[src/rtl/timer_peri.sv]
// timer_peri: 8-bit bus-mapped timer with prescaler, compare match IRQ and optional input capture
// Ports: clk_ip/reset_ip (async active-high), addr_ip/data_ip/wr_en_ip/rd_en_ip/data_op CPU bus,
//        capture_ip external capture event, irq_op level interrupt (MF & IE).
// Register map at BASE_ADDR+: 0 CTRL{PSC[5:3],ARL,IE,EN}, 1 CNT, 2 CMP, 3 STAT{CF,MF} W1C, 4 CAP.
// Define TIMER_PERI_CAPTURE_EN to build the capture unit; otherwise CAP and CF read 0.
module timer_peri #(
    parameter logic [7:0] BASE_ADDR = 8'h10
) (
    input  logic       clk_ip,
    input  logic       reset_ip,
    input  logic [7:0] addr_ip,
    input  logic [7:0] data_ip,
    input  logic       wr_en_ip,
    input  logic       rd_en_ip,
    output logic [7:0] data_op,
    input  logic       capture_ip,
    output logic       irq_op
);
    logic [5:0] ctrl_q, ctrl_d;
    logic [7:0] cnt_q, cnt_d, cmp_q, cmp_d, psc_q, psc_d, cap_q, cap_d;
    logic       mf_q, mf_d, cf_q, cf_d;
    logic [7:0] off, mask;
    logic       in_rng, wr_ctrl, wr_cnt, wr_cmp, wr_stat, en, tick, hit, cap_evt;

    // Unsigned wrap makes addresses below BASE_ADDR land out of range too.
    assign off     = addr_ip - BASE_ADDR;
    assign in_rng  = off <= 8'd4;
    assign wr_ctrl = wr_en_ip && in_rng && off == 8'd0;
    assign wr_cnt  = wr_en_ip && in_rng && off == 8'd1;
    assign wr_cmp  = wr_en_ip && in_rng && off == 8'd2;
    assign wr_stat = wr_en_ip && in_rng && off == 8'd3;
    // A CTRL write clearing EN already freezes the count on its own edge.
    assign en      = ctrl_q[0] && !(wr_ctrl && !data_ip[0]);
    assign mask    = ~(8'hFF << ctrl_q[5:3]);
    assign tick    = en && ((psc_q & mask) == mask);
    assign hit     = tick && cnt_q == cmp_q;
    assign irq_op  = mf_q && ctrl_q[1];

`ifdef TIMER_PERI_CAPTURE_EN
    logic [2:0] sync_q;
    // sync_q[1] is the synchronized input, sync_q[2] its previous value for edge detect.
    assign cap_evt = sync_q[1] && !sync_q[2];
    always_ff @(posedge clk_ip or posedge reset_ip) begin
        if (reset_ip) sync_q <= 3'b000;
        else          sync_q <= {sync_q[1:0], capture_ip};
    end
`else
    logic unused_capture;
    assign unused_capture = capture_ip;
    assign cap_evt = 1'b0;
`endif

    always_comb begin
        ctrl_d = wr_ctrl ? data_ip[5:0] : ctrl_q;
        cmp_d  = wr_cmp ? data_ip : cmp_q;
        cnt_d  = wr_cnt ? data_ip : (hit && ctrl_q[2]) ? 8'h00 : tick ? cnt_q + 8'd1 : cnt_q;
        psc_d  = (!en || tick || wr_cnt) ? 8'h00 : psc_q + 8'd1;
        mf_d   = hit || (mf_q && !(wr_stat && data_ip[0]));
        cf_d   = cap_evt || (cf_q && !(wr_stat && data_ip[1]));
        cap_d  = cap_evt ? cnt_q : cap_q;
    end

    always_ff @(posedge clk_ip or posedge reset_ip) begin
        if (reset_ip) begin
            ctrl_q <= 6'h00;
            cnt_q  <= 8'h00;
            cmp_q  <= 8'h00;
            psc_q  <= 8'h00;
            cap_q  <= 8'h00;
            mf_q   <= 1'b0;
            cf_q   <= 1'b0;
        end else begin
            ctrl_q <= ctrl_d;
            cnt_q  <= cnt_d;
            cmp_q  <= cmp_d;
            psc_q  <= psc_d;
            cap_q  <= cap_d;
            mf_q   <= mf_d;
            cf_q   <= cf_d;
        end
    end

    assign data_op = !(rd_en_ip && in_rng) ? 8'h00 :
                     off == 8'd0 ? {2'b00, ctrl_q} :
                     off == 8'd1 ? cnt_q :
                     off == 8'd2 ? cmp_q :
                     off == 8'd3 ? {6'b000000, cf_q, mf_q} : cap_q;
endmodule

[config.mk]
export PLATFORM = sky130hd
export DESIGN_NAME = timer_peri
export DESIGN_NICKNAME = d
export VERILOG_FILES = /design/src/rtl/timer_peri.sv
export SDC_FILE = /design/constraint.sdc
export NUM_CORES = 1
export LEC_CHECK = 0
export ABC_CLOCK_PERIOD_IN_PS = 2000
export BUFFER_PORTS_ARGS = -buffer_cell sky130_fd_sc_hd__clkbuf_2
export CAP_MARGIN = 20
export CORE_MARGIN = 4
export CORE_UTILIZATION = 56
export CTS_CLUSTER_DIAMETER = 120
export DETAILED_ROUTE_END_ITERATION = 8
export HOLD_SLACK_MARGIN = 0.06
export PLACE_DENSITY = 0.88
export SYNTH_ARGS = -nofsm -noshare
export SYNTH_HDL_FRONTEND = slang
export SYNTH_SLANG_ARGS = --single-unit
export TNS_END_PERCENT = 50
[constraint.sdc]
create_clock -name clk_ip -period 2 [get_ports clk_ip]
set_input_delay 0.4 -clock clk_ip [delete_from_list [all_inputs] [get_ports clk_ip]]
set_output_delay 0.4 -clock clk_ip [all_outputs]
set_load 0.02 [all_outputs]
==> flow_summary_export.csv <==
group,metric,value,unit
global_routing,grt_pass1_wl,7983,microns
setup_path,crit_path_end_kind,"primary output",
sta,worst_slack,-0.1104,ns
setup_path,cp.required,1.60,ns
status,violations,"negative setup slack",
detailed_routing,detail-route-antenna-nets,0,
yosys,synth_seq_cells,31,
setup_path,critical_path_buf_inv_count,3,
detailed_routing,drt_pre_antenna_iters,4,
yosys,synth.distinct_cells,45,
detailed_routing,drc,0,
hold_path,hp-class,"input pin to asynchronous set/reset pin",
cts,cts_root_buf,"clkbuf_4",
place,routabilityCongestion,0.8261,
floorplanning,start_util,0.5992,
cts,max-clock-path-buffers,2,
global_routing,grt_pass1_vias,1735,
sta,fin_skew,0.008866,ns
sta,hold_viol,0,
sta,fmax,473.9,MHz
cts,htreeDepth,2,
floorplanning,placeableCoreArea,0.003103,sq mm
layout,antennaDiodeCount,0,
sta,slew_headroom,0.6741,
yosys,syn_area_per_cell,9.890,sq um
power_and_ir_drop,ir_drop,0.3917,mV
yosys,ys_async_sr_fraction,1.000,
sta,period_needed,2.110,ns
setup_path,crit_family,"simple AND/OR/NAND/NOR gates",
layout,drive_gt1_frac,0.3893,
cts,clkSinkCount,31,
sta,rsz0062_at_grt,"true",
detailed_routing,dr_total_vias,1701,
power_and_ir_drop,power.density,610.6,mW/mm^2
sta,slew_viol_final,0,
yosys,yosysSeqAreaShare,0.4172,
cts,holdBufCountCts,0,
setup_path,max_stage_delay,0.29,ns
cts,clkTransAtPathRegs,0.10,ns
yosys,yosys.area.top_type,"dfrtp_1",
layout,nNetsFinal,267,
yosys,yosysTopAreaCellShare,0.4172,
yosys,syn_nets,211,
power_and_ir_drop,power.leakage,1.161,nW
sta,tightest_slew,0.4877,ns
global_routing,grt_antenna_before_repair,0,
setup_path,slowest_stage,"nor3b_4",
yosys,yosysWarnings,0,
yosys,synth_edf_count,0,
global_routing,grt_use_total,0.2444,
place,io_buffer_count,28,
cts,cts_made_buffers,5,
cts,insertion_delay,0.33,ns
detailed_routing,avgViaCountPerCell,5.906,
yosys,synth.area.top_cells,"dfrtp_1, mux2_2, xor2_1",
global_routing,grt_max_degree,32,
yosys,synth_flop_cell,"dfrtp_1",
setup_path,worstPathMaxFanout,7,
power_and_ir_drop,power.total,1.526,mW
floorplanning,die_w,65.62,microns
flow_run,cap_violations,0,
place,dp.final_hpwl,3530,microns
cts,cts_tree,"yes",
status,status,"complete, but fails checks",
global_routing,grt-ovfl-total,0,
setup_path,critPathArrivalTime,1.71,ns
setup_path,crit_chain,"buf_6 -> nor4b_4 -> nor3b_4 -> nand2_2 -> buf_12 -> a2111oi_4 -> buf_4",
detailed_routing,wirelength,4828,microns
floorplanning,die_area,0.004306,sq mm
setup_path,crit_type,"input pin to primary output",
sta,timing.final.crit_share,1.055,
floorplanning,std_cell_rows,20,
yosys,synth_area,0.001859,sq mm
floorplanning,fp.dieH,65.62,microns
yosys,syn_inst,188,
sta,setup_viol_count_final,8,
floorplanning,ioPinCount,30,
setup_path,worstSetupStartpointType,"input pin",
detailed_routing,post_drt_wl_per_cell,16.76,microns
detailed_routing,first_iter_violations,116,
sta,tns,-0.6543,ns
layout,syn_to_final_growth,34.46,%
timing repair:
action / in CTS / in global routing
setup endpoints to repair: 8 / 15
setup buffers: 1 / 1
pin swaps: 6 / 1
gates resized for setup: 10 / 21
Yosys cell counts (5+ instances only):
library cell and n:
nor2b_1 8, nor2_1 23, nand3_1 9, nand2b_1 6, dfrtp_1 31, xor2_1 11
nand2_1 14, mux2_2 14, o21ai_0 5, inv_1 5, a2111oi_0 6
state kept, by name, summed over array words and instances (netlist names):
name,count
cmp_q,8
psc_q,7
mf_q,1
ctrl_q,6
cnt_q,8
cf_q,1
area by class of cell:
| cell class | count | area (sq um) |
|---|---|---|
| fill | 208 | 603.1 |
| inverter | 5 | 18.77 |
| clock inverter | 1 | 5.005 |
| multi-input combinational | 148 | 1200 |
| sequential | 31 | 775.7 |
| tap | 44 | 55.05 |
| clock buffer | 6 | 51.30 |
| timing repair buffer | 53 | 394.1 |
through the flow:
stage / area, sq um / util / setup slack [ns] / hold WS [ns] / instances
5_1_grt: 2500 / 0.8056 / -0.1845 / 0.1425 / 288
2_1_floorplan: 1974 / - / -0.04858 / 0.4608 / 188
3_5_place_dp: 2344 / 0.7552 / -0.2503 / 0.4887 / 279
6_report: 2500 / 0.8056 / -0.1104 / 0.1168 / 288
4_1_cts: 2444 / 0.7875 / -0.1600 / 0.1224 / 287
3_3_place_gp: 2344 / 0.7552 / -0.1808 / 0.4777 / 279
cells by family (layout without fill, tap and decap cells):
| family | Yosys count | in the layout | synth area share |
|---|---|---|---|
| mux | 17 | 17 | 0.1009 |
| flops | 31 | 31 | 0.4172 |
| xor+xnor | 13 | 13 | 0.06124 |
| simple gates | 84 | 84 | 0.2450 |
| buf+inv | 9 | 65 | 0.02288 |
| fa+ha+maj | 2 | 2 | 0.01346 |
| compound gates | 32 | 32 | 0.1393 |
worst min-delay path, cell delays in order:
cell and delay, ns:
clkbuf_2 0.08, inv_1 0.04, buf_4 0.36
placed cells by master, fill, tap and decap left out, types with 4 or more instances in the layout:
| master | count |
|---|---|
| buf_4 | 28 |
| xor2_1 | 11 |
| nand2_1 | 12 |
| nand2b_1 | 6 |
| nor2_1 | 20 |
| clkbuf_2 | 19 |
| o21ai_0 | 4 |
| dfrtp_1 | 31 |
| inv_1 | 5 |
| nand3_1 | 8 |
| nor2b_1 | 8 |
| a2111oi_4 | 6 |
| mux2_2 | 14 |
| clkbuf_4 | 5 |
routing by layer:
| layer | wire length, microns | part of all wire | global-route usage | vias up |
|---|---|---|---|---|
| met5 | 0 | 0 | 0 | - |
| met4 | 80 | 0.017 | 0.07772 | 0 |
| met3 | 267 | 0.055 | 0.05812 | 10 |
| met2 | 2437 | 0.50 | 0.4155 | 61 |
| met1 | 2043 | 0.42 | 0.3037 | 835 |
| li1 | - | - | - | 795 |
final timing paths:
path	endpoint	cells past startpoint	slack [ns]	from
max in group asynchronous	ctrl_q[0]	3	1.58	reset_ip
worst min register to register	cf_q	2	0.52	cf_q
worst max register to register	cnt_q[1]	7	0.08	ctrl_q[5]
worst min-delay path	cmp_q[5]	3	0.12	reset_ip
min in group clk_ip	cnt_q[6]	3	0.28	data_ip[6]
worst max-delay path	data_op[3]	7	-0.11	addr_ip[5]
power by group:
group	switching (mW)	total, mW	internal [mW]
combinational	0.222	0.411	0.190
sequential	0.0492	0.733	0.684
clock	0.219	0.382	0.163
total	0.490	1.53	1.04
(Power assumes the default switching activity.)
